[config.mk]
export PLATFORM = sky130hd
export DESIGN_NAME = envelope_generator
export DESIGN_NICKNAME = d
export VERILOG_FILES = /design/src/rtl/synth_pkg.sv /design/src/rtl/tick_prescaler.sv /design/src/rtl/envelope_generator.sv
export SDC_FILE = /design/constraint.sdc
export NUM_CORES = 1
export LEC_CHECK = 0
export BUFFER_PORTS_ARGS = -buffer_cell sky130_fd_sc_hd__buf_2
export CELL_PAD_IN_SITES_DETAIL_PLACEMENT = 0
export CELL_PAD_IN_SITES_GLOBAL_PLACEMENT = 2
export CORE_UTILIZATION = 33
export CTS_CLUSTER_DIAMETER = 50
export DETAILED_ROUTE_END_ITERATION = 10
export GPL_TIMING_DRIVEN = 0
export PLACE_DENSITY = 0.91
export SLEW_MARGIN = 15
export SYNTH_ARGS = -nofsm -noshare
export SYNTH_HDL_FRONTEND = slang
export SYNTH_HIERARCHICAL = 1
export SYNTH_SLANG_ARGS = --single-unit
[constraint.sdc]
create_clock -name clk -period 6.47 [get_ports clk]
set_input_delay 0.647 -clock clk [delete_from_list [all_inputs] [get_ports clk]]
set_output_delay 0.647 -clock clk [all_outputs]
set_load 0.02 [all_outputs]
[src/rtl/synth_pkg.sv]
// Shared synthesizer types and constants: envelope state encoding and the
// Q12.20 fixed-point format used by the volume path.
package synth_pkg;

  localparam int FRAC_BITS = 20;

  // 1.0 in Q12.20
  localparam logic [31:0] ENV_PEAK = 32'h0010_0000;

  typedef enum logic [2:0] {
    IDLE    = 3'd0,
    ATTACK  = 3'd1,
    DECAY   = 3'd2,
    SUSTAIN = 3'd3,
    RELEASE = 3'd4
  } env_state_t;

endpackage

[src/rtl/tick_prescaler.sv]
// Free-running divider producing a one-cycle tick every TICK_DIV clocks.
// With TICK_DIV = 1 the tick is high on every cycle.
module tick_prescaler #(
  parameter int TICK_DIV = 24000
) (
  input  logic clk,
  input  logic rst_n,
  output logic tick
);

  localparam int CW = (TICK_DIV > 1) ? $clog2(TICK_DIV) : 1;
  localparam logic [CW-1:0] LAST = CW'(TICK_DIV - 1);

  logic [CW-1:0] count;

  // NOTE: clocked state uses non-blocking assignments so every register
  // samples pre-edge values, independent of process ordering.
  always_ff @(posedge clk or negedge rst_n) begin
    if (!rst_n) begin
      count <= '0;
    end else if (count == LAST) begin
      count <= '0;
    end else begin
      count <= count + 1'b1;
    end
  end

  assign tick = (count == LAST);

endmodule

[src/rtl/envelope_generator.sv]
// Per-voice ADSR envelope producing an unsigned Q12.20 volume word.
// Level updates happen on prescaled ticks; gate events act on every clock.
module envelope_generator
  import synth_pkg::*;
#(
  parameter int TICK_DIV  = 24000,
  parameter int FRAC_BITS = synth_pkg::FRAC_BITS
) (
  input  logic        clk,
  input  logic        rst_n,
  input  logic        gate,
  input  logic [31:0] attack_step,
  input  logic [31:0] decay_step,
  input  logic [31:0] sustain_level,
  input  logic [31:0] release_step,
  output logic [31:0] level,
  output env_state_t  state,
  output logic        active
);

  localparam logic [32:0] PEAK     = 33'd1 << FRAC_BITS;
  localparam logic [31:0] PEAK_LVL = PEAK[31:0];

  logic        tick;
  env_state_t  state_q, state_d;
  logic [31:0] level_q, level_d;
  logic [31:0] sustain_eff;
  logic [32:0] attack_sum;
  logic [32:0] decay_diff;

  tick_prescaler #(
    .TICK_DIV (TICK_DIV)
  ) u_prescaler (
    .clk   (clk),
    .rst_n (rst_n),
    .tick  (tick)
  );

  always_ff @(posedge clk or negedge rst_n) begin
    if (!rst_n) begin
      state_q <= IDLE;
      level_q <= '0;
    end else begin
      state_q <= state_d;
      level_q <= level_d;
    end
  end

  // Arithmetic is one bit wider than the level so overshoot and borrow are
  // visible and the result can be clamped instead of wrapping.
  always_comb begin
    sustain_eff = (sustain_level > PEAK_LVL) ? PEAK_LVL : sustain_level;
    attack_sum  = {1'b0, level_q} + {1'b0, attack_step};
    decay_diff  = {1'b0, level_q} - {1'b0, decay_step};
  end

  // NOTE: defaults first so every path assigns state_d/level_d and no latch
  // is inferred.
  always_comb begin
    state_d = state_q;
    level_d = level_q;
    unique case (state_q)
      IDLE: begin
        level_d = '0;
        if (gate) state_d = ATTACK;
      end
      ATTACK: begin
        if (!gate) begin
          state_d = RELEASE;
        end else if (tick) begin
          if (attack_step == '0 || attack_sum >= PEAK) begin
            level_d = PEAK_LVL;
            state_d = DECAY;
          end else begin
            level_d = attack_sum[31:0];
          end
        end
      end
      DECAY: begin
        if (!gate) begin
          state_d = RELEASE;
        end else if (tick) begin
          if (decay_step == '0 || decay_diff[32] || decay_diff[31:0] <= sustain_eff) begin
            level_d = sustain_eff;
            state_d = SUSTAIN;
          end else begin
            level_d = decay_diff[31:0];
          end
        end
      end
      SUSTAIN: begin
        if (!gate) begin
          state_d = RELEASE;
        end else if (tick) begin
          level_d = sustain_eff;
        end
      end
      RELEASE: begin
        // Legato retrigger: attack resumes from the current level.
        if (gate) begin
          state_d = ATTACK;
        end else if (tick) begin
          if (release_step == '0 || level_q <= release_step) begin
            level_d = '0;
            state_d = IDLE;
          end else begin
            level_d = level_q - release_step;
          end
        end
      end
      default: begin
        state_d = IDLE;
        level_d = '0;
      end
    endcase
  end

  always_comb begin
    active = (state_q != IDLE);
    state  = state_q;
    level  = level_q;
  end

endmodule

==> results.json <==
{
  "synth_edf_count": 0,
  "r2r_slack_ps": 410,
  "regToRegStartpoint": "level[11]",
  "layout_common_cells": "172 x buf_2, 129 x ha_1, 125 x a21oi_1",
  "required_ps": 6690,
  "drv_cap": 0,
  "cts-root-buf": "clkbuf_16",
  "cp_slowest_cell": "dfrtp_1",
  "rows": 62,
  "diodes": 0,
  "clk_latency_ps": 300,
  "h-tree-depth": 2,
  "fin_skew_ps": 8.89,
  "ir_drop_mv": 0.0911,
  "grt_start_max_net_pins": 51,
  "critical_path_class": "reg -> reg",
  "drt-total-wl_um": 35300,
  "placed_cells": 1887,
  "hp-class": "in -> async",
  "hold_viol_final": 0,
  "cpLargestDelayFamily": "compound AO/OA/AOI/OAI gates",
  "fin_crit_sh_pct": 93.7,
  "async_flop_share_pct": 100,
  "hold_slack_ps": 362,
  "cts_hold_buf": 0,
  "stdcell_count": 1895,
  "ant_nets": 0,
  "ys_top_cells_by_area": "ha_1 17%, dfrtp_1 13%, a21oi_1 6.5%",
  "status": "completed",
  "yosysSeqAreaShare_pct": 13.0,
  "place_area_mm2": 0.0110,
  "powerDensity_mw_per_mm2": 109,
  "gp_congestion": 0.962,
  "dr.pass1.iters": 7,
  "dp_slack_ps": -315,
  "grt_pass1_wl_um": 55000,
  "p_total_uw": 1210,
  "layout.nets": 1773,
  "layout-drive-gt1-share_pct": 14.5,
  "pin_count": 167,
  "cts.sinks": 50,
  "grt_overflow_total": 0,
  "syn2layout_area_growth_pct": 15.8,
  "start_kind": "flip-flop",
  "max_clock_freq_mhz": 165,
  "port_buffers": 166,
  "antenna_found_initial": 0,
  "synth-seq-cells": 50,
  "grt_pass1_vias": 10200,
  "syn_area_per_cell_um2": 7.24,
  "dieArea_mm2": 0.0298,
  "cts.clk_slew.worst_paths_ps": 70,
  "cts.path.max_buffers": 2,
  "crit_buf_inv": 4,
  "r2r-end": "level[16]",
  "crit_arrival_ps": 6290,
  "synth_cells": 1327,
  "first_iter_violations": 781,
  "power_leakage_uw": 0.00534,
  "final_common_cell": "buf_2",
  "cts_buffers": 5,
  "final_area_mm2": 0.0111,
  "setup_viol": 0,
  "worst-r2r-cell-count": 23,
  "die_w_um": 173,
  "cp_max_fo": 10,
  "grt_usage_pct": 23.2,
  "grt_setup_unrepaired": "false",
  "yosys_warnings": 6,
  "max_stage_delay_ps": 530,
  "worstMarginPinSlew_ps": 694,
  "layout_min_cycle_time_ps": 6060,
  "synth-main-ff-cell": "dfrtp_1",
  "route.vias.total": 10500,
  "cts_tree": "done",
  "cp-end-kind": "flip-flop",
  "relSlewSlack_pct": 53.1,
  "hpwl_um": 30600,
  "path_cells": "ha_1, clkbuf_1, inv_1, or4_1, o21ai_1, o211ai_1, o22ai_1, a31oi_1, o21ai_1, xor2_1, ha_1, nand4_1, nand2b_1, nor4_2, o41ai_1, o211a_1, or3_1, clkbuf_1, nand2_4, and2_1, clkbuf_1, a21oi_1, o21ai_1",
  "synth.largest_area_cell": "ha_1",
  "floorplan.initialDensity_pct": 33.5,
  "synth_cell_types": 84,
  "wl_per_cell_um": 18.6,
  "synth.cell_area_mm2": 0.00961,
  "via_per_inst": 5.55,
  "final_max_slew_viol_count": 0,
  "coreArea_mm2": 0.0287,
  "yosys.area.top_type_share_pct": 16.8,
  "setup_ws_ps": 408,
  "die_h_um": 173,
  "drc": 0
}
[per-stage QoR]
stage	TNS, ps	utilization, %
2_1_floorplan	0	-
3_3_place_gp	-6370	38.2
3_5_place_dp	-5960	38.2
4_1_cts	0	38.7
5_1_grt	0	38.8
6_report	0	38.8
[worst register-to-register path, cell delays in order, from the launching register on]
cell and delay [ps]:
dfrtp_1 530, ha_1 350, clkbuf_1 290, inv_1 70, or4_1 510, o21ai_1 320
o211ai_1 220, o22ai_1 320, a31oi_1 180, o21ai_1 190, xor2_1 130, ha_1 320
nand4_1 110, nand2b_1 180, nor4_2 250, o41ai_1 210, o211a_1 190, or3_1 360
clkbuf_1 210, nand2_4 210, and2_1 170, clkbuf_1 400, a21oi_1 160, o21ai_1 90
[synth_stat cells, types with 7 or more instances]
| library cell | number |
|---|---|
| xor2_1 | 42 |
| inv_1 | 106 |
| and2_1 | 12 |
| a21o_1 | 47 |
| o21ai_0 | 62 |
| a211oi_1 | 14 |
| dfrtp_1 | 50 |
| nor4_1 | 47 |
| xnor2_1 | 42 |
| and3_1 | 12 |
| a221o_1 | 7 |
| clkbuf_1 | 37 |
| or2_2 | 7 |
| nand3_1 | 35 |
| o221ai_1 | 18 |
| buf_2 | 8 |
| nand2_1 | 124 |
| and4_1 | 8 |
| o211ai_1 | 10 |
| nand2b_1 | 9 |
| nor2_1 | 90 |
| nor3_1 | 25 |
| nand4_1 | 36 |
| ha_1 | 129 |
| a31oi_1 | 21 |
| o21a_1 | 14 |
| o21bai_1 | 9 |
| o21ai_1 | 38 |
| nor2b_1 | 15 |
| a21oi_1 | 125 |
| mux2i_1 | 17 |
[layer usage]
layer	vias to the layer above	track usage (%)	routed length, µm
li1	5313	-	-
met1	4864	31.9	16700
met2	303	39.0	16200
met3	37	1.67	1570
met4	0	6.38	810
met5	-	0	0
[report_power, final]
part	switching, µW	internal (µW)
Combinational	385	204
Sequential	16.5	323
Clock	135	148
Total	536	675
[how the worst max path moves through the flow]
| stage | start | slack [ps] | cells past startpoint | to |
|---|---|---|---|---|
| finish | level[11] | 410 | 23 | level[16] |
| global route | level[14] | 70 | 23 | level[16] |
| CTS | level[12] | 120 | 23 | level[15] |
| detailed placement | decay_step[14] | -320 | 25 | level[15] |
| global placement | decay_step[14] | -330 | 25 | level[4] |
| floorplan | decay_step[12] | 1220 | 24 | level[11] |
[registers in the layout, indices dropped and copies added, names as in the netlist]
register           cells
level                 32
state                  3
u_prescaler/count     15
[layout make-up]
class                   instances  area [µm²]
plain buffers                  52         241
clock buffers                   5         125
clock inverters                 3        28.8
fillers                      3139       17600
inverters                     106         398
multi-input cells            1129        7770
flip-flops and latches         50        1250
well taps                     384         480
repair buffers                166         833
[repair_timing]
item	4_1_cts	5_1_grt
setup buffers	0	0
gates resized for setup	1	3
setup endpoints to repair	9	26
[kinds of logic after synthesis]
family          after synthesis  synth area share (%)
compound gates              433                  29.1
xor+xnor                     84                  7.65
fa+ha+maj                   132                  17.4
buf+inv                     158                  6.63
flops                        50                  13.0
mux                          20                  2.15
other cells                   1                0.0390
simple gates                449                  24.0
No activity file was read; power rests on OpenSTA's default activity.
